[config.mk]
export PLATFORM = sky130hd
export DESIGN_NAME = sa_ctrl
export DESIGN_NICKNAME = d
export VERILOG_FILES = /design/src/rtl/sa_pkg.sv /design/src/rtl/sa_skew_line.sv /design/src/rtl/sa_ctrl.sv
export SDC_FILE = /design/constraint.sdc
export NUM_CORES = 1
export LEC_CHECK = 0
export ABC_AREA = 1
export CAP_MARGIN = 20
export CORE_ASPECT_RATIO = 2
export CORE_MARGIN = 4
export CORE_UTILIZATION = 63
export DETAILED_ROUTE_END_ITERATION = 6
export DONT_BUFFER_PORTS = 1
export PLACE_DENSITY = 0.8
export SYNTH_ARGS = -nofsm -noshare
export SYNTH_HDL_FRONTEND = slang
export SYNTH_HIERARCHICAL = 1
export SYNTH_SLANG_ARGS = --single-unit
[constraint.sdc]
create_clock -name clk -period 2.25 [get_ports clk]
set_input_delay 0.3375 -clock clk [delete_from_list [all_inputs] [get_ports clk]]
set_output_delay 0.3375 -clock clk [all_outputs]
set_load 0.01 [all_outputs]
[src/rtl/sa_pkg.sv]
// rtl/sa_pkg.sv - shared PE widths, PE latencies and controller state encoding
package sa_pkg;

    localparam int W_W   = 8;
    localparam int A_W   = 16;
    localparam int ACC_W = 24;

    localparam int PE_ACC_LAT = 2;
    localparam int PE_A_LAT   = 1;

    typedef enum logic [2:0] {
        IDLE,
        LOAD_W,
        STREAM,
        DRAIN,
        DONE
    } sa_state_e;

endpackage

[src/rtl/sa_skew_line.sv]
// rtl/sa_skew_line.sv - fixed-depth delay line carrying a data word and its valid bit
module sa_skew_line #(
    parameter int W = 16,
    parameter int D = 1
) (
    input  logic         clk,
    input  logic         rst_n,
    input  logic         i_clr,
    input  logic [W-1:0] i_data,
    input  logic         i_valid,
    output logic [W-1:0] o_data,
    output logic         o_valid
);

    logic [W-1:0] r_data [D];
    logic [D-1:0] r_valid;

    always_ff @(posedge clk) begin
        if (!rst_n || i_clr) begin
            for (int i = 0; i < D; i++) r_data[i] <= '0;
            r_valid <= '0;
        end else begin
            r_data[0]  <= i_data;
            r_valid[0] <= i_valid;
            for (int i = 1; i < D; i++) begin
                r_data[i]  <= r_data[i-1];
                r_valid[i] <= r_valid[i-1];
            end
        end
    end

    assign o_data  = r_data[D-1];
    assign o_valid = r_valid[D-1];

endmodule

[src/rtl/sa_ctrl.sv]
// rtl/sa_ctrl.sv - systolic array job sequencer: weight load, skewed streaming, drain (SA_CTRL_PERF_EN adds perf counters)
module sa_ctrl
    import sa_pkg::*;
#(
    parameter int N         = 4,
    parameter int VEC_CNT_W = 8
) (
    input  logic                 clk,
    input  logic                 rst_n,
    input  logic                 start,
    input  logic                 reload_w,
    input  logic [VEC_CNT_W-1:0] num_vec,
    output logic                 busy,
    output logic                 done,
    input  logic                 w_valid,
    output logic                 w_ready,
    input  logic [W_W*N-1:0]     w_data,
    output logic [N-1:0]         w_load_en,
    output logic [W_W*N-1:0]     w_load_data,
    input  logic                 a_valid,
    output logic                 a_ready,
    input  logic [A_W*N-1:0]     a_data,
    output logic [A_W*N-1:0]     arr_a,
    output logic [N-1:0]         col_valid
`ifdef SA_CTRL_PERF_EN
    ,
    output logic [31:0]          perf_busy_cycles,
    output logic [31:0]          perf_stall_cycles
`endif
);

    localparam int ROW_W = (N > 1) ? $clog2(N) : 1;
    localparam logic [ROW_W-1:0]     LAST_ROW = ROW_W'(N - 1);
    localparam logic [VEC_CNT_W-1:0] ONE      = VEC_CNT_W'(1);

    sa_state_e              r_state;
    logic                   r_busy, r_done, r_w_ready, r_a_ready;
    logic [N-1:0]           r_w_load_en;
    logic [W_W*N-1:0]       r_w_load_data;
    logic [ROW_W-1:0]       r_row;
    logic [VEC_CNT_W-1:0]   r_num_vec, r_in_cnt, r_out_cnt;

    logic                   w_w_fire, w_a_fire, w_clr, w_col_last;
    logic [N-1:0]           w_row_valid, w_col_data, w_col_vld;
    logic [A_W-1:0]         w_row_data [N];

    assign w_w_fire   = w_valid & r_w_ready;
    assign w_a_fire   = a_valid & r_a_ready;
    assign w_clr      = (r_state == IDLE);
    assign w_col_last = col_valid[N-1];

    always_ff @(posedge clk) begin
        if (!rst_n) begin
            r_state       <= IDLE;
            r_busy        <= 1'b0;
            r_done        <= 1'b0;
            r_w_ready     <= 1'b0;
            r_a_ready     <= 1'b0;
            r_w_load_en   <= '0;
            r_w_load_data <= '0;
            r_row         <= '0;
            r_num_vec     <= '0;
            r_in_cnt      <= '0;
            r_out_cnt     <= '0;
        end else begin
            r_w_load_en   <= '0;
            r_w_load_data <= '0;
            r_done        <= 1'b0;
            if (w_col_last) r_out_cnt <= r_out_cnt + ONE;
            case (r_state)
                IDLE: if (start) begin
                    r_num_vec <= num_vec;
                    r_in_cnt  <= '0;
                    r_out_cnt <= '0;
                    r_row     <= '0;
                    if (reload_w) begin
                        r_state   <= LOAD_W;
                        r_busy    <= 1'b1;
                        r_w_ready <= 1'b1;
                    end else if (num_vec != '0) begin
                        r_state   <= STREAM;
                        r_busy    <= 1'b1;
                        r_a_ready <= 1'b1;
                    end else begin
                        r_state <= DONE;
                        r_done  <= 1'b1;
                    end
                end
                LOAD_W: if (w_w_fire) begin
                    r_w_load_en   <= N'(1) << r_row;
                    r_w_load_data <= w_data;
                    r_row         <= r_row + ROW_W'(1);
                    if (r_row == LAST_ROW) begin
                        r_w_ready <= 1'b0;
                        if (r_num_vec == '0) begin
                            r_state <= DONE;
                            r_busy  <= 1'b0;
                            r_done  <= 1'b1;
                        end else begin
                            r_state   <= STREAM;
                            r_a_ready <= 1'b1;
                        end
                    end
                end
                STREAM: if (w_a_fire) begin
                    r_in_cnt <= r_in_cnt + ONE;
                    if (r_in_cnt == r_num_vec - ONE) begin
                        r_a_ready <= 1'b0;
                        r_state   <= DRAIN;
                    end
                end
                // The final vector has left the array once the last column reports it.
                DRAIN: if (w_col_last && (r_out_cnt == r_num_vec - ONE)) begin
                    r_state <= DONE;
                    r_busy  <= 1'b0;
                    r_done  <= 1'b1;
                end
                DONE:    r_state <= IDLE;
                default: r_state <= IDLE;
            endcase
        end
    end

    generate
        for (genvar r = 0; r < N; r++) begin : g_row
            sa_skew_line #(.W(A_W), .D(PE_ACC_LAT * r + PE_A_LAT)) u_row (
                .clk     (clk),
                .rst_n   (rst_n),
                .i_clr   (w_clr),
                .i_data  (a_data[r*A_W +: A_W]),
                .i_valid (w_a_fire),
                .o_data  (w_row_data[r]),
                .o_valid (w_row_valid[r])
            );
            assign arr_a[r*A_W +: A_W] = w_row_valid[r] ? w_row_data[r] : '0;
        end
        // Column c sees the bottom-row vector after the Acc path plus c steps across the row.
        for (genvar c = 0; c < N; c++) begin : g_col
            sa_skew_line #(.W(1), .D(PE_ACC_LAT + c * PE_A_LAT)) u_col (
                .clk     (clk),
                .rst_n   (rst_n),
                .i_clr   (w_clr),
                .i_data  (w_row_valid[N-1]),
                .i_valid (w_row_valid[N-1]),
                .o_data  (w_col_data[c]),
                .o_valid (w_col_vld[c])
            );
        end
    endgenerate

    assign col_valid   = w_col_data & w_col_vld;
    assign busy        = r_busy;
    assign done        = r_done;
    assign w_ready     = r_w_ready;
    assign a_ready     = r_a_ready;
    assign w_load_en   = r_w_load_en;
    assign w_load_data = r_w_load_data;

`ifdef SA_CTRL_PERF_EN
    logic [31:0] r_perf_busy, r_perf_stall;

    always_ff @(posedge clk) begin
        if (!rst_n) begin
            r_perf_busy  <= '0;
            r_perf_stall <= '0;
        end else if (r_state == IDLE && start) begin
            r_perf_busy  <= '0;
            r_perf_stall <= '0;
        end else begin
            if (r_busy) r_perf_busy <= r_perf_busy + 32'd1;
            if (r_state == STREAM && !a_valid) r_perf_stall <= r_perf_stall + 32'd1;
        end
    end

    assign perf_busy_cycles  = r_perf_busy;
    assign perf_stall_cycles = r_perf_stall;
`endif

endmodule

## Word-level counts from Yosys, hierarchy flattened

Memory sizes are Yosys's and may differ from the RTL's.
Cells that the tools add are included.

- $add $sub $neg: 4
- Equal/unequal tests: 18
- Shifts and indexed selects: 1
- Mux-type cells: 86
- Bitwise logic cells: 32
- Reduce and logical (&&, ||, !) cells: 19

Operators by type and width:

| cell | count |
|---|---|
| $mux W16 | 20 |
| $mux W1 | 43 |
| $mux W8 | 5 |
| $or A1 B1 Y1 | 29 |
| $mux W3 | 9 |
| $ne A2 B2 Y1 const B | 10 |
| $add A8 B1 Y8 const B | 2 |
| $eq A8 B8 Y1 | 2 |
| $pmux W8 S2 | 1 |
| $reduce_or A16 Y1 | 1 |
| $pmux W3 S4 | 1 |
| $pmux W1 S3 | 3 |
| $reduce_and A3 Y1 | 3 |
| $reduce_and A9 Y1 | 1 |
| $logic_not A8 Y1 | 1 |
| $reduce_bool A8 Y1 | 1 |
| $sub A8 B1 Y8 const B | 1 |
| $reduce_and A7 Y1 | 1 |
| $eq A3 B2 Y1 const B | 2 |
| $reduce_and A6 Y1 | 1 |
| $reduce_bool A3 Y1 | 2 |
| $reduce_and A5 Y1 | 1 |
| $and A4 B4 Y4 | 1 |
| $mux W2 | 2 |
| 15 further kinds | 17 |

- Bits in registers: 99
- RAM bits: 270
- Input bits: 110
- Output and inout port bits: 108
- Logic and storage cells: 187
- Memories kept: 8

Memories:

| memory | words | width | rd ports | clocked after Yosys merged registers in | wr ports | RTL line | RTL |
|---|---|---|---|---|---|---|---|
| g_row[3].u_row.r_data | 7 | 16 | 7 | 0 | 7 | sa_skew_line.sv:15 | `logic [W-1:0] r_data [D];` |
| g_row[2].u_row.r_data | 5 | 16 | 5 | 0 | 5 | sa_skew_line.sv:15 |  |
| g_row[1].u_row.r_data | 3 | 16 | 3 | 0 | 3 | sa_skew_line.sv:15 |  |
| g_row[0].u_row.r_data | 1 | 16 | 1 | 0 | 1 | sa_skew_line.sv:15 |  |
| g_col[3].u_col.r_data | 5 | 1 | 5 | 0 | 5 | sa_skew_line.sv:15 |  |
| g_col[2].u_col.r_data | 4 | 1 | 4 | 0 | 4 | sa_skew_line.sv:15 |  |
| 2 more memories | -- | -- | -- | -- | -- | -- |  |

## Depth between registers and ports, before layout

Gate-level depths: netlist of the first run.

- Depth in word-level cells: 5
- Depth in mapped cells: 15
- Mapped depth without buffers: 15

## By module

The synthesis of the first run kept the hierarchy.

By module, submodules not included:

| module | instances | cells an instance | area an instance (µm²) |
|---|---|---|---|
| sa_ctrl | 1 | 563 | 3538.4 |
| sa_skew_line (g_row[3].u_row) | 1 | 372 | 3425.8 |
| sa_skew_line (g_row[2].u_row) | 1 | 282 | 2976.6 |
| sa_skew_line (g_row[1].u_row) | 1 | 176 | 1605.3 |
| sa_skew_line (g_row[0].u_row) | 1 | 54 | 494.2 |
| sa_skew_line (g_col[3].u_col) | 1 | 32 | 290.3 |
| sa_skew_line (g_col[2].u_col) | 1 | 26 | 230.2 |
| sa_skew_line (g_col[1].u_col) | 1 | 20 | 175.2 |
| sa_skew_line (g_col[0].u_col) | 1 | 14 | 120.1 |

## Worst setup path before layout of the first run

Ideal clock, no wire load.

- Kind: register -> register
- Start: reg r_num_vec[0]
- End: reg r_done (netlist: done)
- Setup time: 116 ps
- Data arrival time: 1597 ps
- Required time: 2134 ps
- Slack: 537 ps
- Cell stages (with the launch flop): 13
- Cells stage by stage: dfxtp_1 > inv_2 > ha_1 > or2_2 > nand3_1 > nor2_1 > nand3_1 > nor2_1 > nand3_1 > nand2_1 > nand2_1 > nor2_2 > and3_1

- Word-level cells in the longest chain between the ends: 5

RTL lines:

| item | RTL line | RTL |
|---|---|---|
| start, declared | sa_ctrl.sv:41 | `logic [VEC_CNT_W-1:0] r_num_vec, r_in_cnt, r_out_cnt;` |
| start signal, assigned | sa_ctrl.sv:72 | `r_num_vec <= num_vec;` |
| $sub A8 B1 Y8 / $logic_not A8 Y1 (equally long branches) | sa_ctrl.sv:113, sa_ctrl.sv:95 |  |
| $eq A8 B8 Y1 / $mux W1 (equally long branches) | sa_ctrl.sv:113, sa_ctrl.sv:95 |  |
| $logic_and A1 B1 Y1 / $mux W1 (equally long branches) | sa_ctrl.sv:113, sa_ctrl.sv:93 |  |
| $mux W1, on equally long branches | sa_ctrl.sv:113, sa_ctrl.sv:89 |  |
| $pmux W1 S3 (*) | sa_ctrl.sv:70 | `case (r_state)` |
| end signal, assigned | sa_ctrl.sv:68 | `r_done <= 1'b0;` |
| end signal, assigned | sa_ctrl.sv:86 | `r_done <= 1'b1;` |
| end signal, assigned | sa_ctrl.sv:116 | `r_done <= 1'b1;` |
| end, declared | sa_ctrl.sv:37 | `logic r_busy, r_done, r_w_ready, r_a_ready;` |

Every way passes the cells marked *; elsewhere a longest branch is shown, timed or not.
A chain may end at the register's enable or synchronous reset.

## Worst setup path after layout of the first run

- Start: reg r_num_vec[0]
- End: reg r_state[2]

- Word-level cells in the longest chain between the ends: 5

RTL lines:

| item | RTL line | RTL |
|---|---|---|
| $sub A8 B1 Y8 / $logic_not A8 Y1 (equally long branches) | sa_ctrl.sv:107, sa_ctrl.sv:113, sa_ctrl.sv:95 |  |
| $eq A8 B8 Y1 / $mux W3 (equally long branches) | sa_ctrl.sv:113, sa_ctrl.sv:95 |  |
| $logic_and A1 B1 Y1 / $mux W3 (equally long branches) | sa_ctrl.sv:113, sa_ctrl.sv:93 |  |
| $ne A2 B2 Y1 (no line) / $mux W3 (equally long branches) | -- |  |
| $reduce_and A6 Y1 (no line) / $pmux W3 S4 (equally long branches) | -- |  |
| end signal, assigned | sa_ctrl.sv:114 | `r_state <= DONE;` |
| end signal, assigned | sa_ctrl.sv:118 | `DONE: r_state <= IDLE;` |
| end signal, assigned | sa_ctrl.sv:119 | `default: r_state <= IDLE;` |
| end, declared | sa_ctrl.sv:36 | `sa_state_e r_state;` |

Several ways; a longest one is shown, not always the timed one. The select of a mux whose other input is x is not followed.

==> impl_metrics.json, run 1 <==
{
  "synthDominantAreaCellType": "sky130_fd_sc_hd__dfxtp_1",
  "initial_utilization": 0.643,
  "cts-buffers-inserted": 30,
  "layout_stage_area_growth_over_the_synthesis_result_pct": 15.4,
  "clock_tree_from_tritoncts": "done",
  "vias": 8691,
  "clock_path_buffers": 3,
  "worst_ep_arrival_time_ns": 2.48,
  "crit-reg2reg-launch": "r_num_vec[0]",
  "grt_pass1_vias": 8904,
  "async_flop_share": 0,
  "setup_tns_final_ns": 0,
  "cp_slowest_stage_delay_ns": 0.36,
  "dr.pass1.iters": 4,
  "switching_power_w": 0.00432,
  "sequentialPowerShare": 0.468,
  "crit_end": "r_state[2]",
  "timing.max_cap.violations": 0,
  "cts_sinks": 369,
  "global_route.usage.total": 0.216,
  "post-cts-setup-buffer-count": 0,
  "r2r-end": "r_state[2]",
  "num-nets-final": 1731,
  "timing.max_slew.rel_slack": 0.503,
  "synthesis.yosys.warnings": 6,
  "first_pass_grt_wire_length_mm": 39.7,
  "sw_frac_of_total": 0.282,
  "dieHeight_um": 210,
  "synth.most_common_cell": "sky130_fd_sc_hd__inv_1",
  "synthesis.area_per_instance_um2": 8.35,
  "cts.reportedPaths.clkPinSlew_ns": 0.07,
  "share_comb_of_total_power": 0.174,
  "dieArea_um2": 22900,
  "post_synth_edffs": 0,
  "kind_of_path_behind_the_tightest_hold_check": "in -> reg",
  "post_route_cells_drive_above_1_share": 0.0885,
  "timing.critical_path.from": "r_num_vec[0]",
  "pwr_density_cell_nw_per_um2": 1030,
  "first_iter_violations": 211,
  "clk-insertion-delay-late_ns": 0.56,
  "final_cell_area_um2": 14800,
  "hpwl_detailed_mm": 15.9,
  "post-route-min-period_ns": 1.98,
  "ioPinCount": 218,
  "timing.clock.skew_ns": 0.0140,
  "post_dp_cell_area_um2": 12700,
  "layout_worst_path_cycle_share": 0.880,
  "required_ns": 2.75,
  "clock_tree.htree_level_count": 1,
  "worst-r2r-setup-slack_ns": 0.27,
  "cell_count_after_synthesis": 1539,
  "rsz_0062_raised_after_global_routing": "false",
  "dieWidth_um": 109,
  "timing.setup.critical_path_class": "reg -> reg",
  "postRouteWirelength_mm": 24.8,
  "timing.reg2reg.worst_path_depth": 14,
  "worst_pin_slew_ns": 0.743,
  "crit_path_frequent_cell": "sky130_fd_sc_hd__nand2_1",
  "fillCellCount": 1369,
  "grt_remaining_overflow": 0,
  "antenna_found_initial": 1,
  "p_leak_nw": 6.47,
  "yosys.area.top_type_share": 0.575,
  "route.antenna.remaining_nets": 0,
  "intPower_w": 0.0110,
  "timing_max_transition_violations_final": 0,
  "port-buffer-count": 0,
  "largest_voltage_drop_on_the_vdd_net_v": 0.000934,
  "synth-seq-cells": 369,
  "finalWeightedCongestion": 0.864,
  "crit_path_start_kind": "flip-flop",
  "outcome": "complete, no violations",
  "grt_start_max_net_pins": 52,
  "drc": 0,
  "detail_route.wl_per_cell_um": 13.1,
  "layout.cells.non_filler": 1903,
  "synthesis.area_um2": 12900,
  "total_area_of_multi_input_combinational_cells_um2": 3170,
  "synthDistinctLibCells": 33,
  "power.share.clock": 0.358,
  "seq_area_frac_synth": 0.575,
  "final-hold-violation-count": 0,
  "critical_path_peak_fanout": 9,
  "syn_nets": 1654,
  "sequential_cell_area_um2": 7390,
  "timing.critical_path.cells": "inv_2 > ha_1 > inv_1 > nand2_1 > nand3_1 > nand2_1 > nor2_1 > nand3_1 > nor2_1 > nand3_1 > nand2_1 > nand2_1 > nor2_2 > and3_1",
  "final-setup-viol-count": 0,
  "maxClockFrequency_ghz": 0.505,
  "yosys-top-cells-area": "sky130_fd_sc_hd__dfxtp_1 (57%), sky130_fd_sc_hd__inv_1 (13%), sky130_fd_sc_hd__nor2_1 (9.2%)",
  "synth_top_cells_by_count": "sky130_fd_sc_hd__inv_1 (443), sky130_fd_sc_hd__dfxtp_1 (369), sky130_fd_sc_hd__nor2_1 (315), sky130_fd_sc_hd__nand2_1 (147), sky130_fd_sc_hd__nor2_4 (54)",
  "clock_tree.root_cell": "sky130_fd_sc_hd__clkbuf_16",
  "routed_via_density": 4.57,
  "final.hold.worst_slack_ns": 0.0303,
  "worst_path_max_delay_cell": "sky130_fd_sc_hd__dfxtp_1",
  "floorplan.rows": 73,
  "placeableCoreArea_um2": 20000,
  "place.detailed.instances": 1741,
  "worst_setup_path_end_kind": "flip-flop",
  "synth_flop_cell": "sky130_fd_sc_hd__dfxtp_1"
}
==> cells in the final DEF, fill, tap and decap left out, drive strengths merged <==
cell,netlist,layout
dfxtp,369,369
nand3,41,41
clkbuf,14,42
o21bai,2,2
xor2,3,3
inv,449,449
buf,60,14
xnor2,1,1
dlygate4sd3,0,105
diode,0,2
clkinvlp,0,1
nor2,377,377
nor3b,4,4
or2,2,2
nand2,157,157
o21ai,10,10
and3,2,2
nand4,5,5
nor4,3,3
and2,1,1
a21oi,22,22
ha,5,5
bufinv,0,5
a211oi,2,2
clkinv,0,7
nor3,10,10
==> timing repair <==
| action | CTS | global route |
|---|---|---|
| hold buffers | 105 | 0 |
| hold endpoints to repair | 138 | 0 |
| resized for setup | 0 | 0 |
==> kinds of logic (layout without fill, tap and decap cells) <==
kind of cell	count (synthesis)	after routing	synth area share
AO/OA/AOI/OAI	36	36	0.0148
XOR/XNOR	4	4	0.00273
other	0	2	0
AND/OR/NAND/NOR	602	602	0.223
adder cells (fa/ha/maj)	5	5	0.00487
flip-flops	369	369	0.575
buffers and inverters	523	623	0.180
==> power by group through the flow <==
stage	combinational, W	sequential [W]	clock, W
after floorplan	0.00227	0.00723	0
after global placement	0.00245	0.00728	0
after detailed placement	0.00249	0.00729	0
after CTS	0.00266	0.00715	0.00562
after global routing	0.00299	0.00719	0.00586
final	0.00266	0.00715	0.00548
==> worst min path at each step <==
stage                                           start                           end  depth (start not counted)
after floorplan           g_col[0].u_col/r_data[0][0]   g_col[0].u_col/r_data[0][1]                          2
after global placement    g_row[2].u_row/r_data[0][0]  g_row[2].u_row/r_data[0][16]                          2
after detailed placement  g_row[1].u_row/r_data[0][6]  g_row[1].u_row/r_data[0][22]                          2
after CTS                                       rst_n   g_row[0].u_row/r_data[0][7]                          2
after global routing                            rst_n  g_row[0].u_row/r_data[0][12]                          2
final                                           rst_n  g_row[0].u_row/r_data[0][12]                          2
==> cell type report <==
| cell class | instances | area share |
|---|---|---|
| diodes | 2 | 0.000337 |
| multi-input cells | 647 | 0.214 |
| inverters | 449 | 0.114 |
| well taps | 262 | 0.0221 |
| clock buffers | 42 | 0.0570 |
| repair buffers | 119 | 0.0805 |
| clock inverters | 13 | 0.0149 |
| flip-flops and latches | 369 | 0.498 |
==> stage by stage <==
step	total power, W	setup slack, ns	utilization
CTS	0.0154	0.259	0.741
global placement	0.00973	0.320	0.636
finish	0.0153	0.270	0.742
floorplan	0.00950	0.537	-
global route	0.0160	0.0150	0.742
detailed placement	0.00978	0.280	0.636
==> routing by layer <==
metal  track usage  wire (um)  vias up
li1              -          -     4413
met3        0.0411       1140       83
met4         0.124       1370        0
met5             0          0        -
met1         0.189       8120     3946
met2         0.432      14200      249
==> sequential cells by signal, summed over array words and instances (netlist names), 2 cells and up <==
register	cells
r_in_cnt	8
g_row.u_row/r_data	256
r_num_vec	8
w_load_data	32
g_col.u_col/r_data	14
g_col.u_col/r_valid	14
g_row.u_row/r_valid	15
r_out_cnt	8
r_state	3
r_row	2
w_load_en	4
==> critical path, delay by kind of cell (launching register included) <==
family,cells,cell delay [ns]
buffers and inverters,2,0.20
adder cells (fa/ha/maj),1,0.29
flip-flops,1,0.36
AND/OR/NAND/NOR,11,1.07
Power figures use the tool's default switching activity.
==> run 2, diff against run 1 <==
==> constraint.sdc (replaced) <==
create_clock -name clk -period 2 [get_ports clk]
set_input_delay 0.3 -clock clk [delete_from_list [all_inputs] [get_ports clk]]
set_output_delay 0.3 -clock clk [all_outputs]
set_load 0.01 [all_outputs]
==> run 2 against run 1 <==
Against the previous run:
- cell count increased by 1.3%
- register-to-register slack got worse by 0.20 ns
- design area increased by 2.3%
- largest power group unchanged
- power increased by 15%
- first-iteration DRC count increased by 34%
- routed wire length increased by 3.1%
- combinational power increased by 28%
- clock power increased by 11%
==> impl_metrics.json, run 2 (synthesis gave the netlist of run 1 again) <==
{
  "critical_path_peak_fanout": 17,
  "layout_commonest_cell": "sky130_fd_sc_hd__inv_1",
  "worst_pin_slew_ns": 1.04,
  "rsz_0062_raised_after_global_routing": "true",
  "port-buffer-count": 0,
  "post_route_cells_drive_above_1_share": 0.105,
  "timing.critical_path.cells": "inv_2 > nand2_4 > nor2_4 > buf_12 > nand2_4 > buf_4 > o21ai_0 > dlygate4sd3_1 > a21oi_1",
  "hpwl_detailed_mm": 16.0,
  "initial_utilization": 0.643,
  "timing.max_cap.violations": 0,
  "worst_ep_arrival_time_ns": 2.43,
  "timing.reg2reg.worst_path_depth": 9,
  "layout_stage_area_growth_over_the_synthesis_result_pct": 18.0,
  "dr.pass1.iters": 6,
  "vias": 8824,
  "first_iter_violations": 282,
  "detail_route.wl_per_cell_um": 13.3,
  "drc": 0,
  "layout.cells.non_filler": 1927,
  "commonest_cells_after_routing_fill_and_taps_aside": "sky130_fd_sc_hd__inv_1 (441), sky130_fd_sc_hd__dfxtp_1 (366), sky130_fd_sc_hd__nor2_1 (314)",
  "max_reg_flops": 256,
  "final-hold-violation-count": 0,
  "clk-insertion-delay-late_ns": 0.57,
  "cts.reportedPaths.clkPinSlew_ns": 0.08,
  "maxClockFrequency_ghz": 0.519,
  "num-nets-final": 1758,
  "timing_max_transition_violations_final": 0,
  "placeableCoreArea_um2": 20000,
  "postRouteWirelength_mm": 25.6,
  "final.hold.worst_slack_ns": 0.0248,
  "dieHeight_um": 210,
  "worst_setup_path_end_kind": "flip-flop",
  "grt_start_max_net_pins": 72,
  "worst_hold_path.num_cells": 2,
  "cts_sinks": 369,
  "grt_remaining_overflow": 0,
  "required_ns": 2.50,
  "largest_voltage_drop_on_the_vdd_net_v": 0.00101,
  "post-route-min-period_ns": 1.93,
  "clock_path_buffers": 3,
  "finalWeightedCongestion": 0.924,
  "pwr_density_cell_nw_per_um2": 1160,
  "crit_path_frequent_cell": "sky130_fd_sc_hd__nand2_4",
  "timing.setup.critical_path_class": "reg -> reg",
  "routed_via_density": 4.58,
  "cts-buffers-inserted": 30,
  "dieWidth_um": 109,
  "timing.clock.skew_ns": 0.0143,
  "final-setup-viol-count": 0,
  "floorplan.rows": 73,
  "route.antenna.remaining_nets": 0,
  "sequential_cell_area_um2": 7390,
  "global_route.usage.total": 0.225,
  "clock_tree_from_tritoncts": "done",
  "outcome": "complete, no violations",
  "cp_slowest_stage_delay_ns": 0.65,
  "clock_tree.htree_level_count": 1,
  "layout_worst_path_cycle_share": 0.963,
  "total_area_of_multi_input_combinational_cells_um2": 3230,
  "antenna_found_initial": 0,
  "fillCellCount": 1311,
  "first_pass_grt_wire_length_mm": 41.2,
  "worst_path_max_delay_cell": "sky130_fd_sc_hd__dlygate4sd3_1",
  "ioPinCount": 218,
  "p_leak_nw": 6.65,
  "crit_path_start_kind": "flip-flop",
  "clock_tree.root_cell": "sky130_fd_sc_hd__clkbuf_16",
  "timing.max_slew.rel_slack": 0.309,
  "kind_of_path_behind_the_tightest_hold_check": "in -> reg",
  "place.detailed.instances": 1747,
  "dieArea_um2": 22900,
  "largest-register": "g_row.u_row/r_data",
  "grt_pass1_vias": 9132,
  "n_antenna_cell": 0
}
-- run 2: critical path: cells and delay by family, from the launching register on --
kind | cells | cell delay, ns
AO/OA/AOI/OAI | 2 | 0.25
buffers and inverters | 4 | 1.05
AND/OR/NAND/NOR | 3 | 0.19
flip-flops | 1 | 0.36
-- run 2: metrics by stage --
stage,total power [W],cell area (um^2),TNS (ns),util,worst slack (ns)
2_1_floorplan,0.0107,12900,0,-,0.287
3_3_place_gp,0.0110,12800,0,0.639,0.0510
3_5_place_dp,0.0111,12800,0,0.639,0.0275
4_1_cts,0.0175,15100,0,0.753,0.00393
5_1_grt,0.0184,15200,-0.00993,0.759,-0.00993
6_report,0.0176,15200,0,0.759,0.0730
-- run 2: final cells by class --
class,instances,share of cell area
Clock buffer,40,0.0552
Clock inverter,14,0.0139
Inverter,449,0.111
Multi-Input combinational cell,647,0.213
Sequential cell,369,0.487
Tap cell,262,0.0216
Timing Repair Buffer,146,0.0976
-- run 2: repair_timing --
action | in CTS | in global routing
hold buffers | 123 | 0
resized for setup | 2 | 23
buffers inserted | 0 | 3
gates cloned | 0 | 0
endpoints found under the setup margin | 3 | 23
endpoints found under the hold margin | 145 | 0
pin swaps | 1 | 15
-- run 2: path summary, 6_finish.rpt --
| check | start | to | slack [ns] |
|---|---|---|---|
| worst max-delay path | r_state[0] | r_num_vec[5] | 0.07 |
| worst min-delay path | rst_n | g_row[2].u_row/r_valid[0] | 0.02 |
| worst max register to register | r_state[0] | r_num_vec[5] | 0.07 |
| worst min register to register | g_row[2].u_row/r_valid[1] | g_row[2].u_row/r_valid[2] | 0.40 |
-- run 2: layer usage --
metal  wire length (um)  track usage
met5                  0            0
met1               8330        0.200
met3               1290       0.0426
met4               1560        0.138
met2              14400        0.442
-- run 2: power breakdown --
group	switching, W	internal [W]
clock	0.00261	0.00349
sequential	0.000252	0.00781
combinational	0.00220	0.00120
total	0.00507	0.0125
==> run 3, diff against run 2 <==
--- a/config.mk
+++ b/config.mk
@@ -9,10 +9,10 @@
 export CAP_MARGIN = 20
 export CORE_ASPECT_RATIO = 2
 export CORE_MARGIN = 4
-export CORE_UTILIZATION = 63
+export CORE_UTILIZATION = 57
 export DETAILED_ROUTE_END_ITERATION = 6
 export DONT_BUFFER_PORTS = 1
-export PLACE_DENSITY = 0.8
+export PLACE_DENSITY = 0.76
 export SYNTH_ARGS = -nofsm -noshare
 export SYNTH_HDL_FRONTEND = slang
 export SYNTH_HIERARCHICAL = 1
==> constraint.sdc (replaced) <==
create_clock -name clk -period 1.73 [get_ports clk]
set_input_delay 0.2595 -clock clk [delete_from_list [all_inputs] [get_ports clk]]
set_output_delay 0.2595 -clock clk [all_outputs]
set_load 0.01 [all_outputs]
==> run 3 against run 2 <==
Against the previous run:
- the run now ends with negative hold slack, negative setup slack left
- sequential share of layout area down 0.51 points
- worst hold slack worse by 0.20 ns
- routed wire length down 5.9%
- largest cell class unchanged
- largest power group unchanged
==> impl_metrics.json, run 3 (synthesis gave the netlist of run 1 again) <==
{
  "dr.pass1.iters": 5,
  "floorplan.rows": 77,
  "cts_hold_repair_buffers": 111,
  "route.antenna.remaining_nets": 0,
  "grt_remaining_overflow": 0,
  "crit_path_frequent_cell": "sky130_fd_sc_hd__nand2_2",
  "sequential_cell_area_um2": 7400,
  "worst_hold_path.num_cells": 2,
  "timing_max_transition_violations_final": 0,
  "timing.critical_path.cells": "inv_2 > ha_4 > buf_6 > nand3_2 > nand2_2 > and2_4 > nor2_2 > nor2_2 > nand3_2 > nand2_2 > nand2_2 > nor2_4 > and3_4",
  "cts_sinks": 369,
  "total_area_of_multi_input_combinational_cells_um2": 3350,
  "wl_met3_mm": 1.07,
  "timing.clock.skew_ns": 0.0113,
  "failed_checks": "negative hold slack, negative setup slack",
  "clock_tree.htree_level_count": 1,
  "grt_start_max_net_pins": 54,
  "required_ns": 2.24,
  "hold_end": "r_state[1]",
  "clock_tree_from_tritoncts": "done",
  "max_reg_flops": 256,
  "layout_stage_area_growth_over_the_synthesis_result_pct": 19.4,
  "clk-insertion-delay-late_ns": 0.56,
  "clock_tree.root_cell": "sky130_fd_sc_hd__clkbuf_16",
  "dieArea_um2": 25200,
  "cts-buffers-inserted": 30,
  "first_pass_grt_wire_length_mm": 39.2,
  "layout_commonest_cell": "sky130_fd_sc_hd__inv_1",
  "antenna_found_initial": 0,
  "critical_path_peak_fanout": 7,
  "post-route-min-period_ns": 1.80,
  "timing.setup.critical_path_class": "reg -> reg",
  "dieHeight_um": 220,
  "first_iter_violations": 341,
  "finalWeightedCongestion": 0.865,
  "p_leak_nw": 6.72,
  "num-nets-final": 1760,
  "timing.reg2reg.worst_path_depth": 13,
  "placeableCoreArea_um2": 22200,
  "rsz_0062_raised_after_global_routing": "true",
  "routed_via_density": 4.47,
  "layout_worst_path_cycle_share": 1.04,
  "port-buffer-count": 0,
  "cp_slowest_stage_delay_ns": 0.32,
  "ioPinCount": 218,
  "worst_setup_slack_after_placement_ns": -0.169,
  "outcome": "complete, but fails checks",
  "pwr_density_cell_nw_per_um2": 1340,
  "kind_of_path_behind_the_tightest_hold_check": "in -> reg",
  "hpwl_detailed_mm": 15.5,
  "final-hold-violation-count": 63,
  "final-setup-viol-count": 4,
  "timing.max_slew.rel_slack": 0.747,
  "clock_path_buffers": 3,
  "worst_path_max_delay_cell": "sky130_fd_sc_hd__dfxtp_2",
  "initial_utilization": 0.580,
  "worst_slack_ns": -0.0717,
  "grt_pass1_vias": 8889,
  "wl_met2_mm": 13.5,
  "worst_pin_slew_ns": 0.376,
  "largest_voltage_drop_on_the_vdd_net_v": 0.00138,
  "vias": 8698,
  "worst_setup_path_end_kind": "flip-flop",
  "wirelength_met1_mm": 8.19,
  "p_total_w": 0.0205,
  "crit-reg2reg-launch": "r_num_vec[0]",
  "worst_ep_arrival_time_ns": 2.31,
  "largest-register": "g_row.u_row/r_data",
  "timing.max_cap.violations": 0,
  "dieWidth_um": 114,
  "detail_route.wl_per_cell_um": 12.4,
  "min-delay-start": "rst_n",
  "worst-r2r-setup-slack_ns": -0.07,
  "final.hold.worst_slack_ns": -0.171,
  "commonest_cells_after_routing_fill_and_taps_aside": "sky130_fd_sc_hd__inv_1 (439), sky130_fd_sc_hd__dfxtp_1 (360), sky130_fd_sc_hd__nor2_1 (306)",
  "drc": 0,
  "fillCellCount": 1646,
  "r2r-end": "r_state[2]",
  "crit_path_start_kind": "flip-flop",
  "postRouteWirelength_mm": 24.1,
  "global_route.usage.total": 0.190,
  "post_route_cells_drive_above_1_share": 0.134,
  "cts.reportedPaths.clkPinSlew_ns": 0.07,
  "maxClockFrequency_ghz": 0.555,
  "routed.top_layer": "met4"
}
-- run 3: changes by cell type in the layout (fill, tap and decap cells not counted), moves of 5 or more --
cell	previous run	this run
sky130_fd_sc_hd__dlygate4sd3_1	122	107
sky130_fd_sc_hd__dfxtp_1	366	360
sky130_fd_sc_hd__nand3_1	36	31
sky130_fd_sc_hd__buf_4	17	24
sky130_fd_sc_hd__nor2_1	314	306
sky130_fd_sc_hd__nand2_2	12	18
sky130_fd_sc_hd__nand2_1	138	131
sky130_fd_sc_hd__dfxtp_2	3	9
sky130_fd_sc_hd__nor2_2	8	13
-- run 3: power breakdown --
group / switching (W) / total, W / internal (W)
clock network: 0.00301 / 0.00697 / 0.00397
registers: 0.000283 / 0.00932 / 0.00903
logic: 0.00265 / 0.00425 / 0.00159
-- run 3: final cells by class --
class / count / share of cell area
tap: 276 / 0.0225
clock buffer: 38 / 0.0528
clock inverter: 16 / 0.0146
multi-input combinational: 647 / 0.218
timing repair buffer: 148 / 0.100
antenna: 1 / 0.000163
sequential: 369 / 0.482
inverter: 449 / 0.110
-- run 3: routing by layer --
metal  global-route usage  vias up
met5                    0        -
met4                0.108        0
met3               0.0331       82
met2                0.380      220
met1                0.174     3919
li1                     -     4477
-- run 3: repair_timing --
action	4_1_cts	5_1_grt
resized for setup	26	48
buffers inserted	1	6
pin swaps	14	21
setup endpoints to repair	35	26
endpoints found under the hold margin	166	66
-- run 3: worst max-delay path by stage --
stage / from / end / depth (start not counted)
after global routing: r_num_vec[3] / r_state[2] / 11
after global placement: r_num_vec[0] / done / 14
after detailed placement: r_num_vec[0] / r_state[0] / 15
after floorplan: r_num_vec[0] / done / 12
final: r_num_vec[0] / r_state[2] / 13
after CTS: r_num_vec[1] / done / 14
-- run 3: worst max-delay path: cells and delay by family (launching register included) --
family | cells | cell delay, ns
simple gates | 10 | 1.04
flops | 1 | 0.32
fa+ha+maj | 1 | 0.21
buf+inv | 2 | 0.18
-- run 3: stage by stage --
step	instance area, um^2	instances	util	setup TNS, ns
after floorplan	12900	1539	-	0
after global placement	12900	1772	0.584	-0.471
after detailed placement	12900	1772	0.584	-0.754
after CTS	15200	1938	0.684	-0.198
after global routing	15300	1943	0.693	-0.978
final	15400	1944	0.693	-0.213
